<file path="config.mk">
export PLATFORM = sky130hd
export DESIGN_NAME = bank_timing_controller
export DESIGN_NICKNAME = d
export VERILOG_FILES = /design/src/rtl/membridge_timing_pkg.sv /design/src/rtl/max_load_timer.sv /design/src/rtl/bank_timing_controller.sv
export SDC_FILE = /design/constraint.sdc
export NUM_CORES = 1
export LEC_CHECK = 0
export ABC_AREA = 0
export ABC_CLOCK_PERIOD_IN_PS = 5000
export CAP_MARGIN = 20
export CORE_ASPECT_RATIO = 1.5
export CORE_MARGIN = 2
export CORE_UTILIZATION = 30
export CTS_BUF_LIST = sky130_fd_sc_hd__clkbuf_8
export DETAILED_ROUTE_END_ITERATION = 6
export GPL_ROUTABILITY_DRIVEN = 0
export HOLD_SLACK_MARGIN = 0.1
export SYNTH_ARGS = -nofsm -noshare
export SYNTH_HDL_FRONTEND = slang
export SYNTH_SLANG_ARGS = --single-unit
</file>
<file path="constraint.sdc">
create_clock -name sys_clk -period 5 [get_ports sys_clk]
set_input_delay 1 -clock sys_clk [delete_from_list [all_inputs] [get_ports sys_clk]]
set_output_delay 1 -clock sys_clk [all_outputs]
set_load 0.05 [all_outputs]
</file>
<file path="src/rtl/membridge_timing_pkg.sv">
// Shared command encodings, default timing constants and the load-value clamp
// used by the bank timing controller and its timers.
package membridge_timing_pkg;

    localparam logic [2:0] CMD_NOP = 3'd0;
    localparam logic [2:0] CMD_ACT = 3'd1;
    localparam logic [2:0] CMD_RD  = 3'd2;
    localparam logic [2:0] CMD_WR  = 3'd3;
    localparam logic [2:0] CMD_PRE = 3'd4;
    localparam logic [2:0] CMD_REF = 3'd5;

    localparam int DEF_NBANKS = 4;
    localparam int DEF_TW     = 6;
    localparam int DEF_T_INIT = 16;
    localparam int DEF_T_RCD  = 3;
    localparam int DEF_T_RP   = 3;
    localparam int DEF_T_RAS  = 8;
    localparam int DEF_T_RC   = 11;
    localparam int DEF_T_WR   = 4;
    localparam int DEF_T_RTP  = 2;
    localparam int DEF_T_RRD  = 2;
    localparam int DEF_T_CCD  = 2;
    localparam int DEF_T_RFC  = 20;

    // A constraint of T cycles loads T-1 (at least 0), saturated to the timer range.
    function automatic int sat_load(input int t, input int tw);
        int v;
        int lim;
        v   = (t > 1) ? t - 1 : 0;
        lim = (tw >= 31) ? 32'h7fff_ffff : (1 << tw) - 1;
        return (v > lim) ? lim : v;
    endfunction

endpackage

</file>
<file path="src/rtl/max_load_timer.sv">
// Saturating down-counter; a load never shortens the remaining constraint.
module max_load_timer #(
    parameter int TW = 6
) (
    input  logic          clk,
    input  logic          rst,
    input  logic          load_en,
    input  logic [TW-1:0] load_val,
    output logic          zero
);

    logic [TW-1:0] count;
    logic [TW-1:0] dec;

    // Compare against next cycle's value so an existing constraint keeps its exact end cycle.
    assign dec = (count == '0) ? '0 : count - TW'(1);

    always_ff @(posedge clk) begin
        if (rst) begin
            count <= '0;
        end else if (load_en && (load_val > dec)) begin
            count <= load_val;
        end else begin
            count <= dec;
        end
    end

    assign zero = (count == '0);

endmodule

</file>
<file path="src/rtl/bank_timing_controller.sv">
// Multi-bank command timing gate: per-bank and global timers produce legal-command
// masks for the scheduler and a combinational ready for the presented command.
module bank_timing_controller
    import membridge_timing_pkg::*;
#(
    parameter int NBANKS = DEF_NBANKS,
    parameter int TW     = DEF_TW,
    parameter int T_INIT = DEF_T_INIT,
    parameter int T_RCD  = DEF_T_RCD,
    parameter int T_RP   = DEF_T_RP,
    parameter int T_RAS  = DEF_T_RAS,
    parameter int T_RC   = DEF_T_RC,
    parameter int T_WR   = DEF_T_WR,
    parameter int T_RTP  = DEF_T_RTP,
    parameter int T_RRD  = DEF_T_RRD,
    parameter int T_CCD  = DEF_T_CCD,
    parameter int T_RFC  = DEF_T_RFC
) (
    input  logic                      sys_clk,
    input  logic                      sys_rst,
    input  logic                      cmd_valid,
    input  logic [2:0]                cmd_type,
    input  logic [$clog2(NBANKS)-1:0] cmd_bank,
    output logic                      cmd_ready,
    output logic                      init_done,
    output logic [NBANKS-1:0]         act_ok,
    output logic [NBANKS-1:0]         rw_ok,
    output logic [NBANKS-1:0]         pre_ok,
    output logic                      ref_ok
);

    localparam int BW = $clog2(NBANKS);
    localparam int IW = (T_INIT < 1) ? 1 : $clog2(T_INIT + 1);
    localparam logic [IW-1:0] INIT_LOAD = IW'(T_INIT);

    localparam logic [TW-1:0] L_RCD = TW'(sat_load(T_RCD, TW));
    localparam logic [TW-1:0] L_RP  = TW'(sat_load(T_RP,  TW));
    localparam logic [TW-1:0] L_RAS = TW'(sat_load(T_RAS, TW));
    localparam logic [TW-1:0] L_RC  = TW'(sat_load(T_RC,  TW));
    localparam logic [TW-1:0] L_WR  = TW'(sat_load(T_WR,  TW));
    localparam logic [TW-1:0] L_RTP = TW'(sat_load(T_RTP, TW));
    localparam logic [TW-1:0] L_RRD = TW'(sat_load(T_RRD, TW));
    localparam logic [TW-1:0] L_CCD = TW'(sat_load(T_CCD, TW));
    localparam logic [TW-1:0] L_RFC = TW'(sat_load(T_RFC, TW));

    logic [IW-1:0]     init_cnt;
    logic              accept;
    logic              is_act, is_rd, is_wr, is_pre, is_ref;
    logic [TW-1:0]     a_val, p_val;
    logic [NBANKS-1:0] a_zero, rw_zero, p_zero;
    logic              rrd_zero, ccd_zero, rfc_zero;

    always_ff @(posedge sys_clk) begin
        if (sys_rst) begin
            init_cnt <= INIT_LOAD;
        end else if (init_cnt != '0) begin
            init_cnt <= init_cnt - IW'(1);
        end
    end

    assign init_done = (init_cnt == '0);

    assign is_act = (cmd_type == CMD_ACT);
    assign is_rd  = (cmd_type == CMD_RD);
    assign is_wr  = (cmd_type == CMD_WR);
    assign is_pre = (cmd_type == CMD_PRE);
    assign is_ref = (cmd_type == CMD_REF);
    assign accept = cmd_valid && cmd_ready;

    // Only one command is accepted per cycle, so one load value per timer kind suffices.
    assign a_val = is_act ? L_RC : L_RP;
    assign p_val = is_act ? L_RAS : (is_wr ? L_WR : L_RTP);

    for (genvar b = 0; b < NBANKS; b++) begin : g_bank
        logic hit;
        assign hit = accept && (cmd_bank == BW'(b));

        max_load_timer #(.TW(TW)) u_ta (
            .clk      (sys_clk),
            .rst      (sys_rst),
            .load_en  (hit && (is_act || is_pre)),
            .load_val (a_val),
            .zero     (a_zero[b])
        );

        max_load_timer #(.TW(TW)) u_trw (
            .clk      (sys_clk),
            .rst      (sys_rst),
            .load_en  (hit && is_act),
            .load_val (L_RCD),
            .zero     (rw_zero[b])
        );

        max_load_timer #(.TW(TW)) u_tp (
            .clk      (sys_clk),
            .rst      (sys_rst),
            .load_en  (hit && (is_act || is_rd || is_wr)),
            .load_val (p_val),
            .zero     (p_zero[b])
        );
    end

    max_load_timer #(.TW(TW)) u_grrd (
        .clk      (sys_clk),
        .rst      (sys_rst),
        .load_en  (accept && is_act),
        .load_val (L_RRD),
        .zero     (rrd_zero)
    );

    max_load_timer #(.TW(TW)) u_gccd (
        .clk      (sys_clk),
        .rst      (sys_rst),
        .load_en  (accept && (is_rd || is_wr)),
        .load_val (L_CCD),
        .zero     (ccd_zero)
    );

    max_load_timer #(.TW(TW)) u_grfc (
        .clk      (sys_clk),
        .rst      (sys_rst),
        .load_en  (accept && is_ref),
        .load_val (L_RFC),
        .zero     (rfc_zero)
    );

    assign act_ok = init_done ? (a_zero & {NBANKS{rrd_zero && rfc_zero}}) : '0;
    assign rw_ok  = init_done ? (rw_zero & {NBANKS{ccd_zero}}) : '0;
    assign pre_ok = init_done ? p_zero : '0;
    assign ref_ok = init_done && (&a_zero) && rfc_zero;

    always_comb begin
        cmd_ready = 1'b0;
        case (cmd_type)
            CMD_NOP: cmd_ready = init_done;
            CMD_ACT: cmd_ready = act_ok[cmd_bank];
            CMD_RD,
            CMD_WR:  cmd_ready = rw_ok[cmd_bank];
            CMD_PRE: cmd_ready = pre_ok[cmd_bank];
            CMD_REF: cmd_ready = ref_ok;
            default: cmd_ready = 1'b0;
        endcase
    end

endmodule

</file>
==> summary.txt, run 1 <==
Worst setup path
  – Max stage delay on crit path: between 0.6 and 0.7 ns
  – CP Buf/Inv Count: 2
  – Worst endpoint data arrival time: approximately 3.8 ns
  – Max Fanout on Critical Path: 10
  – Worst path slowest cell: or4b_1
  – R2R Setup Slk: 1.45 ns
  – Crit Path Class: register to output port
  – CP endpoint kind: output port
  – R2r startpoint: init_cnt[0]
  – Levels on crit path: 9
  – CP required: 4.00 ns
  – Worst r2r path cells: 8
  – R2R Path End: g_bank[3].u_ta.count[3]
  – Delay-heaviest family, CP: simple AND/OR/NAND/NOR gates
  – Worst Setup Start Kind: register
  – Critical Path Source: init_cnt[0]
  – Cells along the critical path: inv_1, ha_1, or4b_1, or4_1, or2_0, o32ai_4, nor2_1, a21oi_1, buf_12

Place
  – Dpl ws: roughly 0.66 ns
  – Dpl hpwl: approximately 11000 um
  – Post-DP Area: 6250 sq um
  – Placed cells: 948
  – Port Buffer Count: 22

STA
  – Final min period: between 4 and 5 ns
  – RSZ-0062 raised after global routing: no
  – Setup Skew: approximately 0.023 ns
  – Setup TNS: 0 ns
  – Worst slew pin tran: 0.989 ns
  – Fin. Hold Viols: 0
  – Slew HR: 0.334
  – Final WS setup: 0.225 ns
  – Final period utilization: 0.955
  – FMAX: roughly 0.21 GHz
  – Max-slew violation count: 0
  – Final setup viols: 0

Global routing
  – Met1 Usage GRT: 0.153
  – Total track usage: 0.143
  – Remaining global-route overflow: 0
  – Initial antenna violation count: 0
  – Met3 usage: 0.0235
  – Largest net degree at the start of global routing: 48
  – First-pass GRT wire length: between 20000 and 25000 um
  – Grt peak-use layer: met2
  – Met2 Track Usage GR: 0.261
  – Vias in the first global route: 4785

Detailed routing
  – DRC viols: 0
  – WL final: 14200 um
  – DRT antenna net count: 0
  – Routed wire per std cell: 14.7 um
  – Initial DRC count: 162
  – Via count: 4860
  – Via density: slightly above 5
  – TritonRoute pass-1 iters: 5

Clocking
  – TritonCTS Sinks: 95
  – Clk_lat worst skew: 0.38 ns
  – Deepest clock path buffer count: 2
  – CTS root buffer: clkbuf_8
  – H-tree Lvls: 3
  – Cts-stage hold buffer count: 0
  – Worst-path clk slew: 0.10 ns
  – Post-CTS Setup Bufs: 0
  – Num CTS Buffers: 9
  – Post-CTS resize count: 0
  – CTS tree: built

Yosys
  – Simple-gate share of the synthesized area: 0.285
  – Syn Nets: 735
  – Post-synthesis xor/xnor area fraction: 0.0582
  – Syn Area/Cell: between 8 and 9 sq um
  – Compound-Gate Fraction of Synth Area: 0.140
  – Synth unique cells: 68
  – Area share of fa/ha/maj cells after synthesis: 0.0941
  – EDFF count, synth: 0
  – Yosys reg bits: 95
  – Main combinational cell family by area after synthesis: simple AND/OR/NAND/NOR gates
  – Post-synthesis instance area: 5720 sq um
  – Synth warnings: 0
  – Primary FF master, synth: dfxtp_1
  – Seq/Total Area, Yosys: 0.332
  – Mux share of post-synthesis cell area: 0.0479
  – Syn Inst Count: 684
  – Async S/R FF share, synth: 0

Run
  – Max-Cap Viols: 0

Floorplan
  – Row count: 61
  – I/O Pins: 23
  – Initial Util: 0.307
  – Die Span X: around 120 um
  – Core ar.: between 15000 and 20000 sq um
  – Die Y: 173 um
  – Die area: around 20000 sq um

Pwr
  – Flop pwr share: 0.301
  – Switching share of power: 0.444
  – Worst vdd ir: 0.000216 V
  – Int Power: 2.49 mW
  – Pwr Density: 693 nW/um^2
  – Clock power share: 0.131
  – Leak: about 2.6 nW
  – Psw: 1.99 mW
  – Logic gate share of total power: 0.567

Min path
  – Hold Path End: g_bank[2].u_trw.count[0]
  – Hold depth: 1
  – Hold path start: g_bank[2].u_trw.count[0]
  – Hold WC Path Type: register to register

Layout
  – Final #Nets: 758
  – Area delta synth->final: 13.2%
  – Most common cell after layout, fill and taps aside: dfxtp_1
  – Register Area: 1900 sq um
  – Fill count: 1972
  – Non-Filler Instances: 964
  – Multi-input gate area: 3580 sq um
  – Post-route cell area: ~6500 sq um
  – Share of cells above drive strength 1: 0.0772
  – Ant diodes: 0
  – Most frequent cells in the layout: dfxtp_1 (95), nor2_1 (93), nor3_1 (49), inv_1 (47), ha_1 (43)

Outcome
  – Status: completed
-- kinds of logic after synthesis --
family,Yosys count
and+or+nand+nor,313
AOI/OAI and AO/OA,106
DFF,95
buffers and inverters,64
adders and majority gates,43
xor gates and xnor gates,38
muxes,25
-- layer usage --
layer  vias to the layer above  share of wire
met2                       100           0.52
met5                         -              0
met4                         0          0.036
li1                       2465              -
met3                        29          0.036
met1                      2266           0.41
-- metrics by stage --
step                total power [mW]   util  hold slack, ns
global route                    4.93  0.348           0.495
detailed placement              3.92  0.335           0.442
CTS                             4.53  0.348           0.455
global placement                3.91  0.335           0.444
finish                          4.49  0.348           0.450
floorplan                       3.32      -           0.416
-- layout make-up --
cell class | count | share of cell area
clock inverter | 6 | 0.0141
tap | 252 | 0.0487
multi-input combinational | 525 | 0.552
clock buffer | 10 | 0.0213
inverter | 47 | 0.0272
sequential | 95 | 0.294
timing repair buffer | 29 | 0.0429
-- worst max path at each step --
stage                end  slack, ns
6_report       cmd_ready       0.23
5_1_grt        cmd_ready      0.009
4_1_cts        cmd_ready       0.22
3_5_place_dp   cmd_ready       0.66
3_3_place_gp   cmd_ready       0.69
2_1_floorplan  cmd_ready       0.73
-- synthesized netlist by cell type (12+ instances only) --
cell | number | area, sq um
nor2b_1 | 12 | 75.1
nand2b_1 | 26 | 163
clkbuf_1 | 12 | 45.0
nor3_1 | 49 | 245
inv_1 | 47 | 176
xnor2_1 | 25 | 219
dfxtp_1 | 95 | 1900
mux2i_1 | 15 | 150
a21oi_1 | 30 | 150
nor2_1 | 93 | 349
xor2_1 | 13 | 114
or2_2 | 15 | 93.8
ha_1 | 43 | 538
nand2_1 | 39 | 146
-- power groups by stage --
stage | clock [mW] | combinational, mW | sequential (mW)
floorplan | 0 | 2.04 | 1.29
global placement | 0 | 2.55 | 1.37
detailed placement | 0 | 2.55 | 1.37
CTS | 0.609 | 2.57 | 1.35
global route | 0.635 | 2.90 | 1.39
finish | 0.589 | 2.55 | 1.35
-- sequential cells by signal, summed over array words and instances, names as in the netlist --
name and flops:
u_grrd.count 6, u_gccd.count 6, init_cnt 5, g_bank.u_tp.count 24, g_bank.u_trw.count 24, u_grfc.count 6
g_bank.u_ta.count 24
Power figures use the tool's default switching activity.
==> inputs of run 2 (changes only) <==
--- a/config.mk
+++ b/config.mk
@@ -7,14 +7,13 @@
 export LEC_CHECK = 0
 export ABC_AREA = 0
 export ABC_CLOCK_PERIOD_IN_PS = 5000
-export CAP_MARGIN = 20
 export CORE_ASPECT_RATIO = 1.5
 export CORE_MARGIN = 2
 export CORE_UTILIZATION = 30
 export CTS_BUF_LIST = sky130_fd_sc_hd__clkbuf_8
 export DETAILED_ROUTE_END_ITERATION = 6
 export GPL_ROUTABILITY_DRIVEN = 0
-export HOLD_SLACK_MARGIN = 0.1
+export HOLD_SLACK_MARGIN = 0.02
 export SYNTH_ARGS = -nofsm -noshare
 export SYNTH_HDL_FRONTEND = slang
 export SYNTH_SLANG_ARGS = --single-unit
==> results of run 2 <==
The final DEF is identical to that of run 1; final timing and power are the same.
==> inputs of run 3 (changes only) <==
--- a/config.mk
+++ b/config.mk
@@ -7,6 +7,7 @@
 export LEC_CHECK = 0
 export ABC_AREA = 0
 export ABC_CLOCK_PERIOD_IN_PS = 5000
+export CAP_MARGIN = 20
 export CORE_ASPECT_RATIO = 1.5
 export CORE_MARGIN = 2
 export CORE_UTILIZATION = 30
==> results of run 3 <==
The final DEF is identical to that of run 1; final timing and power are the same.
